[src/rtl/dram_cmd_timer_if.sv]
// rtl/dram_cmd_timer_if.sv - command/ack handshake and device strobe bundle for dram_cmd_timer
interface dram_cmd_timer_if;
  logic       cmd_req;
  logic [1:0] cmd;
  logic       count_en;
  logic       cmd_ack;
  logic       refresh_flag;
  logic       act_stb;
  logic       rd_stb;
  logic       ref_stb;
  logic       pre_stb;
  logic       busy;
  logic       seq_err;

  modport master (
    output cmd_req, cmd, count_en,
    input  cmd_ack, refresh_flag, act_stb, rd_stb, ref_stb, pre_stb, busy, seq_err
  );

  modport slave (
    input  cmd_req, cmd, count_en,
    output cmd_ack, refresh_flag, act_stb, rd_stb, ref_stb, pre_stb, busy, seq_err
  );
endinterface

[src/rtl/dram_cmd_timer.sv]
// rtl/dram_cmd_timer.sv - DRAM command executor with per-command timing and refresh interval counter
// Optional open-row sequence checking is built when DRAM_CMD_TIMER_SEQ_CHECK_EN is defined.
module dram_cmd_timer #(
  parameter int unsigned T_RCD  = 3,
  parameter int unsigned T_CL   = 2,
  parameter int unsigned T_RP   = 3,
  parameter int unsigned T_RFC  = 8,
  parameter int unsigned T_REFI = 1000,
  parameter int unsigned TMR_W  = 10
) (
  input  logic clk,
  input  logic rst_b,
  dram_cmd_timer_if.slave bus
);

  typedef enum logic [1:0] {S_IDLE, S_ISSUE, S_WAIT, S_ACK} state_e;

  localparam logic [1:0] CMD_ACT = 2'b00;
  localparam logic [1:0] CMD_RD  = 2'b01;
  localparam logic [1:0] CMD_REF = 2'b10;
  localparam logic [1:0] CMD_PRE = 2'b11;
  localparam logic [TMR_W-1:0] ONE = TMR_W'(1);

  state_e           state_q;
  logic [1:0]       cmd_q;
  logic [TMR_W-1:0] timer_q;
  logic [TMR_W-1:0] hold_d;
  logic             ack_q, busy_q, act_q, rd_q, ref_q, pre_q;
  logic [TMR_W-1:0] refi_q, refi_d;
  logic             flag_q, flag_d;
  logic             ack_exit;

  // Cycles still to spend after the strobe cycle before ack is raised.
  always_comb begin
    hold_d = '0;
    case (cmd_q)
      CMD_ACT: hold_d = TMR_W'(T_RCD - 1);
      CMD_RD:  hold_d = TMR_W'(T_CL - 1);
      CMD_REF: hold_d = TMR_W'(T_RFC - 1);
      default: hold_d = TMR_W'(T_RP - 1);
    endcase
  end

  assign ack_exit = (state_q == S_ACK) && !bus.cmd_req;

  always_ff @(posedge clk or posedge rst_b) begin
    if (rst_b) begin
      state_q <= S_IDLE;
      cmd_q   <= CMD_ACT;
      timer_q <= '0;
      ack_q   <= 1'b0;
      busy_q  <= 1'b0;
      act_q   <= 1'b0;
      rd_q    <= 1'b0;
      ref_q   <= 1'b0;
      pre_q   <= 1'b0;
    end else begin
      act_q <= 1'b0;
      rd_q  <= 1'b0;
      ref_q <= 1'b0;
      pre_q <= 1'b0;
      unique case (state_q)
        S_IDLE: begin
          if (bus.cmd_req) begin
            cmd_q   <= bus.cmd;
            state_q <= S_ISSUE;
            busy_q  <= 1'b1;
            act_q   <= (bus.cmd == CMD_ACT);
            rd_q    <= (bus.cmd == CMD_RD);
            ref_q   <= (bus.cmd == CMD_REF);
            pre_q   <= (bus.cmd == CMD_PRE);
          end
        end
        S_ISSUE: begin
          if (hold_d == '0) begin
            state_q <= S_ACK;
            ack_q   <= 1'b1;
          end else begin
            timer_q <= hold_d - ONE;
            state_q <= S_WAIT;
          end
        end
        S_WAIT: begin
          if (timer_q == '0) begin
            state_q <= S_ACK;
            ack_q   <= 1'b1;
          end else begin
            timer_q <= timer_q - ONE;
          end
        end
        S_ACK: begin
          if (!bus.cmd_req) begin
            state_q <= S_IDLE;
            ack_q   <= 1'b0;
            busy_q  <= 1'b0;
          end
        end
        default: state_q <= S_IDLE;
      endcase
    end
  end

  // A completing REFRESH restarts the interval even if the flag is set on the same edge.
  always_comb begin
    refi_d = refi_q;
    flag_d = flag_q;
    if (ack_exit && (cmd_q == CMD_REF)) begin
      refi_d = '0;
      flag_d = 1'b0;
    end else if (bus.count_en && !flag_q) begin
      if (refi_q == TMR_W'(T_REFI - 2)) begin
        refi_d = TMR_W'(T_REFI - 1);
        flag_d = 1'b1;
      end else begin
        refi_d = refi_q + ONE;
      end
    end
  end

  always_ff @(posedge clk or posedge rst_b) begin
    if (rst_b) begin
      refi_q <= '0;
      flag_q <= 1'b0;
    end else begin
      refi_q <= refi_d;
      flag_q <= flag_d;
    end
  end

`ifdef DRAM_CMD_TIMER_SEQ_CHECK_EN
  logic row_open_q, seq_err_q;

  always_ff @(posedge clk or posedge rst_b) begin
    if (rst_b) begin
      row_open_q <= 1'b0;
      seq_err_q  <= 1'b0;
    end else begin
      if ((state_q == S_IDLE) && bus.cmd_req &&
          (((bus.cmd == CMD_REF) && row_open_q) ||
           ((bus.cmd == CMD_RD)  && !row_open_q) ||
           ((bus.cmd == CMD_ACT) && row_open_q))) begin
        seq_err_q <= 1'b1;
      end
      if (ack_exit) begin
        if (cmd_q == CMD_ACT) begin
          row_open_q <= 1'b1;
        end else if ((cmd_q == CMD_PRE) || (cmd_q == CMD_REF)) begin
          row_open_q <= 1'b0;
        end
      end
    end
  end

  assign bus.seq_err = seq_err_q;
`else
  assign bus.seq_err = 1'b0;
`endif

  assign bus.cmd_ack      = ack_q;
  assign bus.busy         = busy_q;
  assign bus.act_stb      = act_q;
  assign bus.rd_stb       = rd_q;
  assign bus.ref_stb      = ref_q;
  assign bus.pre_stb      = pre_q;
  assign bus.refresh_flag = flag_q;

endmodule

[src/flat_wrapper.sv]
// flat-port wrapper written by rule: the top's interface ports become plain ports
module dram_cmd_timer_flat 
#(
  parameter int unsigned T_RCD  = 3,
  parameter int unsigned T_CL   = 2,
  parameter int unsigned T_RP   = 3,
  parameter int unsigned T_RFC  = 8,
  parameter int unsigned T_REFI = 1000,
  parameter int unsigned TMR_W  = 10
)
  (clk, rst_b, bus_cmd_req, bus_cmd, bus_count_en, bus_cmd_ack, bus_refresh_flag, bus_act_stb, bus_rd_stb, bus_ref_stb, bus_pre_stb, bus_busy, bus_seq_err);
  dram_cmd_timer_if bus_i ();
  input  logic clk;
  input  logic rst_b;
  input wire logic [$bits(bus_i.cmd_req)-1:0] bus_cmd_req;
  input wire logic [$bits(bus_i.cmd)-1:0] bus_cmd;
  input wire logic [$bits(bus_i.count_en)-1:0] bus_count_en;
  output wire logic [$bits(bus_i.cmd_ack)-1:0] bus_cmd_ack;
  output wire logic [$bits(bus_i.refresh_flag)-1:0] bus_refresh_flag;
  output wire logic [$bits(bus_i.act_stb)-1:0] bus_act_stb;
  output wire logic [$bits(bus_i.rd_stb)-1:0] bus_rd_stb;
  output wire logic [$bits(bus_i.ref_stb)-1:0] bus_ref_stb;
  output wire logic [$bits(bus_i.pre_stb)-1:0] bus_pre_stb;
  output wire logic [$bits(bus_i.busy)-1:0] bus_busy;
  output wire logic [$bits(bus_i.seq_err)-1:0] bus_seq_err;
  assign bus_i.cmd_req = bus_cmd_req;
  assign bus_i.cmd = bus_cmd;
  assign bus_i.count_en = bus_count_en;
  assign bus_cmd_ack = bus_i.cmd_ack;
  assign bus_refresh_flag = bus_i.refresh_flag;
  assign bus_act_stb = bus_i.act_stb;
  assign bus_rd_stb = bus_i.rd_stb;
  assign bus_ref_stb = bus_i.ref_stb;
  assign bus_pre_stb = bus_i.pre_stb;
  assign bus_busy = bus_i.busy;
  assign bus_seq_err = bus_i.seq_err;
  dram_cmd_timer #(.T_RCD(T_RCD), .T_CL(T_CL), .T_RP(T_RP), .T_RFC(T_RFC), .T_REFI(T_REFI), .TMR_W(TMR_W)) u_core (.clk(clk), .rst_b(rst_b), .bus(bus_i));
endmodule
[config.mk]
export PLATFORM = sky130hd
export DESIGN_NAME = dram_cmd_timer_flat
export DESIGN_NICKNAME = d
export VERILOG_FILES = /design/src/rtl/dram_cmd_timer_if.sv /design/src/rtl/dram_cmd_timer.sv /design/src/flat_wrapper.sv
export SDC_FILE = /design/constraint.sdc
export NUM_CORES = 1
export LEC_CHECK = 0
export BUFFER_PORTS_ARGS = -buffer_cell sky130_fd_sc_hd__buf_2
export CELL_PAD_IN_SITES_DETAIL_PLACEMENT = 0
export CELL_PAD_IN_SITES_GLOBAL_PLACEMENT = 1
export CORE_MARGIN = 2
export CORE_UTILIZATION = 45
export DETAILED_ROUTE_END_ITERATION = 8
export HOLD_SLACK_MARGIN = 0.1
export PLACE_DENSITY = 0.74
export SYNTH_ARGS = -nofsm -noshare
export SYNTH_HDL_FRONTEND = slang
export SYNTH_SLANG_ARGS = --single-unit
[constraint.sdc]
create_clock -name clk -period 2.65 [get_ports clk]
set_clock_uncertainty 0.05 [all_clocks]
set_input_delay 0.265 -clock clk [delete_from_list [all_inputs] [get_ports clk]]
set_output_delay 0.265 -clock clk [all_outputs]
set_load 0.1 [all_outputs]
# Yosys cells after proc, flatten, opt, wreduce, memory -nomap -nowiden
# Index checks and enable logic that the tools add are counted.
# word_totals
reg_bits	31
in_bits	6
output_inout_bits	8
# classes
addsub	3
n_eq_ne	15
muxes	29
reduce_logical	20
# ops
operator	n
10-bit two-way mux	5
10-bit logical NOT	2
10-bit one-hot mux with 2 select lines	1
1-bit two-way mux	16
10-bit by 1-bit adder with 10-bit output (second input constant)	1
10-bit equality test (second input constant)	1
2-bit equality test (second input constant)	5
10-bit by 1-bit subtractor with 10-bit output (second input constant)	1
3-bit AND reduction	3
2-bit inequality test (second input constant)	4
2-bit one-hot mux with 4 select lines	1
2-bit nonzero test	4
2-bit by 1-bit equality test with 1-bit output (second input constant)	3
2-bit two-way mux	3
3-bit one-hot mux with 2 select lines	1
2-bit logical NOT	2
2-bit by 1-bit inequality test with 1-bit output (second input constant)	2
2-bit AND reduction	2
4-bit AND reduction	1
3-bit by 1-bit subtractor with 4-bit output (second input constant)	1
1-bit logical AND	3
1-bit one-hot mux with 3 select lines	1
3-bit nonzero test	1
1-bit logical NOT	2
1-bit one-hot mux with 2 select lines	1

# Logic depth before layout (Yosys ltp)
# Gate-level depths: netlist of the first run.
# depth
depth_word	5
ltp_mapped	7
mapped_depth_nobuf	6

# Worst setup path after synthesis of the first run
# No wires, ideal clock.
# synth_path
path_type	register to register
start	reg u_core.flag_q (netlist: u_core.bus.refresh_flag)
end	reg u_core.refi_q[3]
t_arrival_ns	1.860
setup_slack_ns	0.662
path_stages_with_launch	5
path_buffers	0
period_less_slack_ns	1.988
path_cell_list	dfrtp_1 > nand2b_1 > or2_2 > or3_1 > a21oi_1
# synth_between
elab_chain_cells	3
# synth_rtl
element	line_no	source
from (decl)	dram_cmd_timer.sv:30	logic flag_q, flag_d;
from (signal assigned)	dram_cmd_timer.sv:126	flag_q <= flag_d;
1-bit logical NOT	dram_cmd_timer.sv:110	end else if (bus.count_en && !flag_q) begin
1-bit logical AND	dram_cmd_timer.sv:110	
2-bit nonzero test (no source line)	n/a	
to (signal assigned)	dram_cmd_timer.sv:125	refi_q <= refi_d;
to (decl)	dram_cmd_timer.sv:29	logic [TMR_W-1:0] refi_q, refi_d;
# No other way between the ends.
# A chain may end at the register's enable or synchronous reset.

# Worst setup path after layout of the first run
# layout_path
start	reg u_core.timer_q[0]
end	reg u_core.ack_q (netlist: u_core.bus.cmd_ack)
# layout_between
elab_chain_cells	3
# layout_rtl
element	line_no	source
from (decl)	dram_cmd_timer.sv:26	logic [TMR_W-1:0] timer_q;
from (signal assigned)	dram_cmd_timer.sv:79	timer_q <= hold_d - ONE;
from (signal assigned)	dram_cmd_timer.sv:88	timer_q <= timer_q - ONE;
10-bit logical NOT	dram_cmd_timer.sv:84	if (timer_q == '0) begin
2-bit by 1-bit inequality test with 1-bit output (no source line)	n/a	
4-bit AND reduction (no source line)	n/a	
to (signal assigned)	dram_cmd_timer.sv:77	ack_q <= 1'b1;
to (signal assigned)	dram_cmd_timer.sv:86	ack_q <= 1'b1;
to (signal assigned)	dram_cmd_timer.sv:94	ack_q <= 1'b0;
to (decl)	dram_cmd_timer.sv:28	logic ack_q, busy_q, act_q, rd_q, ref_q, pre_q;
# No other way between the ends.

==> results of run 1 <==
[path summary, 6_finish.rpt]
path | depth (start not counted) | slack, ns | startpoint | end
max in group asynchronous | 4 | 1.72 | rst_b | u_core.timer_q[0]
min | 2 | 0.11 | bus_cmd[1] | u_core.bus.act_stb
max reg2reg | 6 | 0.57 | u_core.timer_q[0] | u_core.bus.cmd_ack
min in group asynchronous | 4 | 0.54 | rst_b | u_core.refi_q[6]
min reg2reg | 2 | 0.47 | u_core.bus.cmd_ack | u_core.bus.cmd_ack
max | 6 | 0.57 | u_core.timer_q[0] | u_core.bus.cmd_ack
[layer usage]
metal  wire length, microns  GRT usage  up-vias
li1                       -          -      699
met1                   1620      0.244      650
met2                   1540      0.306       21
met3                    127     0.0642        7
met4                     53     0.0714        0
met5                      0          0        -
[cell families after synthesis]
logic type | after synthesis | synth area share
compound gates | 43 | 0.182
flops | 31 | 0.441
fa+ha+maj | 11 | 0.0782
other cells | 1 | 0.00213
xor+xnor | 5 | 0.0249
simple gates | 70 | 0.204
mux | 2 | 0.0121
buf+inv | 23 | 0.0555
[power groups by stage]
stage | Clock (mW) | Sequential, mW | Combinational, mW
2_1_floorplan | 0 | 0.883 | 0.873
3_3_place_gp | 0 | 0.798 | 1.19
3_5_place_dp | 0 | 0.805 | 1.21
4_1_cts | 0.479 | 0.798 | 1.22
5_1_grt | 0.501 | 0.829 | 1.38
6_report | 0.462 | 0.797 | 1.20
[cells in the mapped netlist, types with 2 or more instances]
cell       n
a211oi_1   2
a21oi_1   10
and3_1     2
clkbuf_1   4
dfrtp_1   31
ha_1      11
inv_1     17
nand2_1   15
nand2b_1   2
nand3_1    8
nand4_1    4
nor2_1    17
nor3_1     8
nor4_1     2
o211ai_1   2
o21ai_0    9
o22ai_1    3
o31a_1     3
or3_1      3
xnor2_1    3
xor2_1     2
[repair_timing]
item,4_1_cts,5_1_grt
hold buffers,2,0
setup endpoints to repair,0,0
hold endpoints to repair,33,0
[worst register-to-register path: stages (launching register included)]
cell and delay [ns]:
dfrtp_1 0.41, inv_1 0.09, ha_1 0.18, or3b_1 0.52
o31a_1 0.40, o41ai_2 0.20, o41ai_1 0.12
[through the flow]
step / cell area, sq um / std cells
after floorplan: 1760 / 186
after global placement: 1870 / 243
after detailed placement: 1870 / 243
after CTS: 2000 / 253
after global routing: 2000 / 253
final: 2000 / 253
[state kept, by name, indices dropped and copies added (netlist names)]
signal and cells:
u_core.refi_q 10, u_core.state_q 2, u_core.bus.ref_stb 1, u_core.bus.busy 1
u_core.bus.refresh_flag 1, u_core.bus.cmd_ack 1, u_core.bus.pre_stb 1, u_core.timer_q 10
u_core.bus.rd_stb 1, u_core.cmd_q 2, u_core.bus.act_stb 1
[cell type report]
cell class	count	share of cell area
Clock inverter	3	0.0219
Inverter	17	0.0319
Timing Repair Buffer	17	0.0513
Multi-Input combinational cell	132	0.443
Tap cell	48	0.0300
Clock buffer	5	0.0344
Sequential cell	31	0.388
==> results.py, run 1 <==
metrics = {
    "status": {
        "status": "completed",
    },
    "layout": {
        "final_common_cell": "dfrtp_1",
        "fill_cells": 350,
        "syn2layout_area_growth_pct": 13.7,
        "drive_gt1_frac": 0.141,
        "multi_input_area_sq_um": 886,
        "final_cell_mix": "dfrtp_1 (31), inv_1 (17), nor2_1 (17), nand2_1 (15), buf_2 (12)",
        "fin_nets": 221,
        "antenna_cells": 0,
        "fin_util": 0.538,
        "regArea_sq_um": 776,
    },
    "worst_setup_path": {
        "cp-end-kind": "flop",
        "crit_arrival_ns": 2.17,
        "worst-path-buf-inv": 1,
        "slowest_stage": "or3b_1",
        "critPathKind": "flop to flop",
        "cp_top_family": "compound AO/OA/AOI/OAI gates",
        "startpoint_type": "flop",
        "worst-endpoint-required_ns": 2.75,
        "crit_fanout": 8,
        "cp_slowest_stage_delay_ns": 0.52,
        "path_cells": "inv_1, ha_1, or3b_1, o31a_1, o41ai_2, o41ai_1",
    },
    "power_and_ir_drop": {
        "p_switching_mw": 1.10,
        "switching_share": 0.447,
        "finalPower_mw": 2.46,
        "power_frac_clock": 0.188,
        "power.static_leakage_nw": 0.920,
        "pwr-share-comb": 0.489,
        "power-per-cell-area_nw_per_um2": 1230,
        "p_int_mw": 1.36,
        "p_seq_frac": 0.324,
        "ir_drop_mv": 0.557,
    },
    "placement": {
        "dp_slack_ns": 0.578,
        "dp_hpwl_microns": 2450,
        "gp_congestion": 0.852,
        "io_buffers": 12,
    },
    "sta": {
        "fmax_mhz": 482,
        "hold_ws_ns": 0.114,
        "finalHoldViolCount": 0,
        "fin_crit_sh": 0.784,
        "grt_setup_unrepaired": "false",
        "timing.final.ws_setup_ns": 0.574,
        "setup_viol": 0,
        "finalMaxSlewViolations": 0,
        "layout_min_cycle_time_ns": 2.08,
        "fin_tns_setup_ns": 0,
    },
    "global_routing": {
        "grt_max_degree": 32,
        "grt_pass1_vias": 1422,
        "grt_usage": 0.193,
        "grt_pass1_wl_microns": 6350,
        "grt-ovfl-total": 0,
        "antenna_found_initial": 0,
    },
    "run": {
        "maxCapViolations": 0,
    },
    "synth": {
        "synth_area_leaders": "dfrtp_1 (44%), ha_1 (7.8%), inv_1 (3.6%), nor2_1 (3.6%), nand2_1 (3.2%)",
        "netlist_instances": 186,
        "yosysTopAreaCell": "dfrtp_1",
        "synth_nets": 203,
        "synth-async-reset-ratio": 1.00,
        "synth_flop_cell": "dfrtp_1",
        "ys_seq_elements": 31,
        "ys_types": 49,
        "synth.top_cell.area_share": 0.441,
        "avgSynthCellArea_sq_um": 9.46,
        "synth.yosys.seq_area_share": 0.441,
        "synth-edff-count": 0,
        "ys_warn_count": 0,
        "syn_area_sq_um": 1760,
    },
    "clocking": {
        "clk_path_buf_depth": 2,
        "htreeDepth": 2,
        "tritoncts": "built",
        "cts_resized": 0,
        "clkLatencyLatePin_ns": 0.28,
        "cts_setup_buffers": 0,
        "clkSlewWorstSetupHoldPaths_ns": 0.07,
        "clockRootBuffer": "clkbuf_8",
        "cts.sinks": 31,
        "numCtsBuffers": 5,
    },
    "drt": {
        "first_pass_iters": 4,
        "routed_wl_microns": 3340,
        "viasPerCell": 5.44,
        "wl_per_cell_microns": 13.2,
        "drc_errors": 0,
        "via_count": 1377,
        "drt_iter0_markers": 42,
        "ant_nets": 0,
    },
    "floorplan": {
        "start_util": 0.473,
        "die_width_microns": 66.5,
        "coreArea_sq_um": 3720,
        "rows": 22,
        "io_pins": 14,
        "chipHeight_microns": 66.5,
        "die_area_sq_um": 4430,
    },
    "worst_hold_path": {
        "hp-class": "primary input to flop",
    },
}
(Power assumes the default switching activity.)
==> run 2, diff against run 1 <==
Settings changed: CORE_UTILIZATION 45 to 41, PLACE_DENSITY 0.74 to 0.71.
Clock period 2.65 ns to 1.85 ns, I/O delays scaled along.
==> run 2 against run 1 <==
Compared with the run above: the run now ends with setup timing left; via count grew 3.3%; routed wire length is 11% higher; clock power up 45%; count of clock-buffer cells in the layout is the same; combinational power up 77%; cell area grew 8.6%; die area grew 9.2%; maximum frequency is 10% higher; sequential power is 42% higher; global-route usage decreased by 2.8 points; worst setup slack worse by 0.60 ns; critical endpoint is now u_core.timer_q[2]; highest routed layer unchanged.
==> results.py, run 2 (synthesized netlist as in run 1, its figures left out) <==
metrics = {
    "floorplan": {
        "chipHeight_microns": 69.5,
        "coreArea_sq_um": 4060,
        "die_width_microns": 69.5,
        "start_util": 0.434,
        "rows": 23,
        "die_area_sq_um": 4830,
        "io_pins": 14,
    },
    "worst_setup_path": {
        "reg2reg_slack_ns": -0.03,
        "crit_arrival_ns": 2.00,
        "cp_slowest_stage_delay_ns": 0.39,
        "cp-end-kind": "flop",
        "rr_endpoint": "u_core.timer_q[2]",
        "worst-endpoint-required_ns": 1.97,
        "crit_fanout": 4,
        "critPathKind": "flop to flop",
        "setup.worst_path.end": "u_core.timer_q[2]",
        "startpoint_type": "flop",
        "path_cells": "inv_2, ha_4, or3b_4, buf_6, o31ai_4, o2bb2ai_1, a22o_1",
        "startpoint": "u_core.timer_q[0]",
        "r2r-start": "u_core.timer_q[0]",
        "reg2reg_depth": 7,
        "slowest_stage": "dfrtp_1",
    },
    "layout": {
        "fin_cells": 269,
        "antenna_cells": 0,
        "final_cell_mix": "dfrtp_1 (30), nor2_1 (17), inv_1 (15), nand2_1 (15), buf_4 (14)",
        "top_regs": "u_core.refi_q x10, u_core.timer_q x10",
        "fill_cells": 362,
        "final_common_cell": "dfrtp_1",
        "syn2layout_area_growth_pct": 23.5,
        "fin_nets": 235,
        "drive_gt1_frac": 0.237,
    },
    "drt": {
        "routed_wl_microns": 3710,
        "first_pass_iters": 4,
        "wl_per_cell_microns": 13.8,
        "ant_nets": 0,
        "viasPerCell": 5.29,
        "via_count": 1423,
        "drc_errors": 0,
        "drt_iter0_markers": 77,
    },
    "clocking": {
        "tritoncts": "built",
        "numCtsBuffers": 5,
        "clkSlewWorstSetupHoldPaths_ns": 0.07,
        "clk_path_buf_depth": 2,
        "cts.sinks": 31,
        "clkLatencyLatePin_ns": 0.28,
        "htreeDepth": 2,
        "clockRootBuffer": "clkbuf_8",
    },
    "worst_hold_path": {
        "hp-class": "primary input to flop",
        "whs_path_depth": 3,
    },
    "sta": {
        "finalMaxSlewViolations": 0,
        "grt_setup_unrepaired": "true",
        "fmax_mhz": 532,
        "fin_crit_sh": 1.02,
        "fin_tns_setup_ns": -0.0293,
        "setup_viol": 1,
        "worstMarginPinSlew_ns": 0.665,
        "layout_min_cycle_time_ns": 1.88,
        "finalHoldViolCount": 0,
        "timing.final.ws_setup_ns": -0.0293,
        "slew_headroom": 0.556,
    },
    "power_and_ir_drop": {
        "p_int_mw": 2.20,
        "pwr-share-comb": 0.542,
        "p_seq_frac": 0.288,
        "ir_drop_mv": 1.01,
        "power_frac_clock": 0.171,
        "p_switching_mw": 1.71,
        "switching_share": 0.438,
        "power-per-cell-area_nw_per_um2": 1800,
        "power.static_leakage_nw": 0.991,
    },
    "placement": {
        "place_inst": 257,
        "gp_congestion": 0.845,
        "io_buffers": 12,
        "dp_hpwl_microns": 2700,
    },
    "global_routing": {
        "grt_pass1_vias": 1387,
        "grt_pass1_wl_microns": 6350,
        "grt_max_degree": 21,
        "antenna_found_initial": 0,
        "grt-ovfl-total": 0,
        "grt_usage": 0.165,
    },
    "status": {
        "violations": "setup timing",
        "status": "finished, violations left",
    },
    "run": {
        "maxCapViolations": 0,
    },
}
-- run 2: changes by cell type in the layout (fill, tap and decap cells not counted), sizes merged --
| cell | delta |
|---|---|
| dlygate4sd3 | +1 |
| buf | +13 |
-- run 2: power by group through the flow --
stage | Clock [mW] | Combinational, mW | Sequential, mW
floorplan | 0 | 1.25 | 1.27
global placement | 0 | 1.93 | 1.11
detailed placement | 0 | 1.96 | 1.13
CTS | 0.688 | 2.02 | 1.11
global route | 0.716 | 2.35 | 1.16
finish | 0.668 | 2.12 | 1.13
-- run 2: how the worst min path moves through the flow --
stage | slack (ns) | to | start
2_1_floorplan | 0.20 | u_core.bus.ref_stb | bus_cmd[0]
5_1_grt | 0.15 | u_core.bus.refresh_flag | bus_count_en
3_5_place_dp | 0.27 | u_core.refi_q[8] | rst_b
3_3_place_gp | 0.25 | u_core.refi_q[8] | rst_b
4_1_cts | 0.14 | u_core.bus.refresh_flag | bus_count_en
6_report | 0.15 | u_core.bus.refresh_flag | bus_count_en
-- run 2: stage by stage --
stage	cell area (sq um)	power (mW)	setup slack, ns	hold WS [ns]	utilization
5_1_grt	2170	4.22	-0.107	0.147	0.536
4_1_cts	2130	3.82	-0.0244	0.143	0.525
2_1_floorplan	1760	2.51	-0.00592	0.201	-
3_5_place_dp	1970	3.09	-0.0394	0.269	0.487
6_report	2170	3.91	-0.0293	0.151	0.536
3_3_place_gp	1970	3.04	0.0163	0.253	0.487
-- run 2: what timing repair did --
action,4_1_cts,5_1_grt
hold endpoints to repair,18,0
hold buffers,3,0
setup endpoints to repair,4,11
setup buffers,0,1
pin swaps,1,6
gates resized for setup,2,14
-- run 2: metal layers --
metal	wire [microns]	GRT usage
met5	0	0
met4	61	0.0763
met3	104	0.0392
met2	1730	0.247
met1	1820	0.227
-- run 2: critical path, delay by kind of cell (launching register included) --
kind / cells / cell delay [ns]
simple gates: 1 / 0.39
compound gates: 3 / 0.60
buf+inv: 2 / 0.21
flops: 1 / 0.39
fa+ha+maj: 1 / 0.12
-- run 2: layout make-up --
cell class	count	area, sq um	area share
Clock inverter	3	43.8	0.0201
Inverter	17	63.8	0.0294
Timing Repair Buffer	31	226	0.104
Multi-Input combinational cell	132	931	0.428
Tap cell	50	62.6	0.0288
Sequential cell	31	777	0.358
Clock buffer	5	68.8	0.0317
==> run 3, diff against run 2 <==
Settings changed: GPL_TIMING_DRIVEN from default to 1, REMOVE_ABC_BUFFERS from default to 1.
==> run 3 against run 2 <==
Compared with the run above: the run now ends clean; critical path depth is 5 higher; cell count is 4.1% higher; combinational power is 14% higher; clock power is 3.9% higher; sequential cell count stayed put; worst setup slack better by 0.030 ns; cell area is 4.3% higher; critical endpoint is now u_core.timer_q[0]; non-clock buffer count is 11 higher; maximum frequency is 1.6% higher; core utilization is 2.3 points higher; hold slack better by 0.00071 ns.
==> results.py, run 3 (synthesized netlist as in run 1, its figures left out) <==
metrics = {
    "status": {
        "status": "completed",
    },
    "layout": {
        "syn2layout_area_growth_pct": 28.9,
        "fill_cells": 366,
        "top_regs": "u_core.refi_q x10, u_core.timer_q x10",
        "final_common_cell": "dfrtp_1",
        "fin_nets": 246,
        "final_cell_mix": "dfrtp_1 (31), buf_4 (26), nor2_1 (17), inv_1 (15), nand2_1 (15)",
        "antenna_cells": 0,
        "fin_util": 0.559,
        "drive_gt1_frac": 0.283,
    },
    "clocking": {
        "cts.sinks": 31,
        "clockRootBuffer": "clkbuf_8",
        "clk_path_buf_depth": 2,
        "htreeDepth": 2,
        "clkSlewWorstSetupHoldPaths_ns": 0.08,
        "clkLatencyLatePin_ns": 0.28,
        "numCtsBuffers": 5,
        "tritoncts": "built",
    },
    "drt": {
        "viasPerCell": 5.44,
        "routed_wl_microns": 4070,
        "ant_nets": 0,
        "first_pass_iters": 4,
        "via_count": 1523,
        "drc_errors": 0,
        "wl_per_cell_microns": 14.5,
        "drt_iter0_markers": 91,
    },
    "worst_setup_path": {
        "cpMostUsedCell": "buf_4",
        "cp-end-kind": "flop",
        "rr_endpoint": "u_core.timer_q[0]",
        "cp_slowest_stage_delay_ns": 0.37,
        "path_cells": "inv_2, buf_4, buf_4, buf_4, buf_4, buf_4, buf_4, buf_4, buf_4, buf_4, o22ai_2, a2bb2oi_2",
        "reg2reg_slack_ns": 0.0004,
        "worst-endpoint-required_ns": 1.98,
        "crit_fanout": 2,
        "startpoint": "u_core.timer_q[0]",
        "crit_arrival_ns": 1.98,
        "startpoint_type": "flop",
        "setup.worst_path.end": "u_core.timer_q[0]",
        "critPathKind": "flop to flop",
        "reg2reg_depth": 12,
        "r2r-start": "u_core.timer_q[0]",
        "slowest_stage": "dfrtp_1",
    },
    "global_routing": {
        "grt_usage": 0.181,
        "grt_pass1_vias": 1533,
        "grt-ovfl-total": 0,
        "antenna_found_initial": 0,
        "grt_max_degree": 32,
        "grt_pass1_wl_microns": 7080,
    },
    "sta": {
        "fmax_mhz": 541,
        "layout_min_cycle_time_ns": 1.85,
        "finalHoldViolCount": 0,
        "grt_setup_unrepaired": "true",
        "timing.final.ws_setup_ns": 0.000439,
        "fin_crit_sh": 1.00,
        "setup_viol": 0,
        "finalMaxSlewViolations": 0,
    },
    "run": {
        "maxCapViolations": 0,
    },
    "floorplan": {
        "die_area_sq_um": 4830,
        "rows": 23,
        "start_util": 0.434,
        "io_pins": 14,
        "die_width_microns": 69.5,
        "chipHeight_microns": 69.5,
        "coreArea_sq_um": 4060,
    },
    "power_and_ir_drop": {
        "power.static_leakage_nw": 1.06,
        "ir_drop_mv": 1.05,
        "power-per-cell-area_nw_per_um2": 1870,
        "finalPower_mw": 4.23,
    },
    "placement": {
        "dp_hpwl_microns": 2810,
        "dp_slack_ns": -0.124,
        "gp_congestion": 0.852,
        "io_buffers": 12,
    },
    "worst_hold_path": {
        "hp-class": "primary input to flop",
    },
}
-- run 3: cell count changes in the layout (fill, tap and decap cells not counted), sizes merged --
cell | previous run | this run
clkbuf | 5 | 6
clkinv | 2 | 1
buf | 28 | 39
-- run 3: power by group --
group          switching, mW  total (mW)  internal, mW
Sequential             0.218        1.13         0.911
Combinational           1.35        2.41          1.06
Clock                  0.259       0.694         0.436
-- run 3: cell type report --
class	count	area (sq um)	share of cell area
Multi-Input combinational cell	132	951	0.419
Inverter	17	63.8	0.0281
Clock inverter	2	35.0	0.0155
Clock buffer	6	82.6	0.0364
Tap cell	50	62.6	0.0276
Sequential cell	31	776	0.342
Timing Repair Buffer	42	297	0.131
-- run 3: critical path: cells and delay by family, from the launching register on --
kind / cells / cell delay (ns)
flops: 1 / 0.37
compound gates: 2 / 0.18
buf+inv: 10 / 1.15
-- run 3: timing repair --
action	CTS	global route
endpoints found under the setup margin	7	11
buffers inserted	9	1
gates resized for setup	6	13
hold buffers	3	0
hold endpoints to repair	34	0
cloned	0	0
pin swaps	4	3
-- run 3: worst min path at each step --
| stage | from | end | slack [ns] | depth (start not counted) |
|---|---|---|---|---|
| floorplan | bus_cmd[0] | u_core.bus.ref_stb | 0.20 | 1 |
| global placement | rst_b | u_core.bus.ref_stb | 0.23 | 3 |
| detailed placement | rst_b | u_core.bus.rd_stb | 0.24 | 3 |
| CTS | bus_count_en | u_core.bus.refresh_flag | 0.15 | 3 |
| global route | bus_count_en | u_core.bus.refresh_flag | 0.18 | 3 |
| finish | bus_count_en | u_core.bus.refresh_flag | 0.15 | 3 |
-- run 3: routing by layer --
layer	routed length, microns	global-route usage	part of all wire
met4	38	0.0610	0.0093
met1	1950	0.231	0.48
met2	1950	0.302	0.48
met3	133	0.0422	0.033
met5	0	0	0
-- run 3: metrics by stage --
stage / setup TNS, ns / std cells / area [sq um] / hold WS (ns)
floorplan: -0.269 / 180 / 1730 / 0.201
global route: -0.200 / 280 / 2270 / 0.179
global placement: -0.117 / 259 / 1980 / 0.232
finish: 0 / 280 / 2270 / 0.151
CTS: -0.0309 / 279 / 2210 / 0.151
detailed placement: -0.400 / 259 / 1980 / 0.242
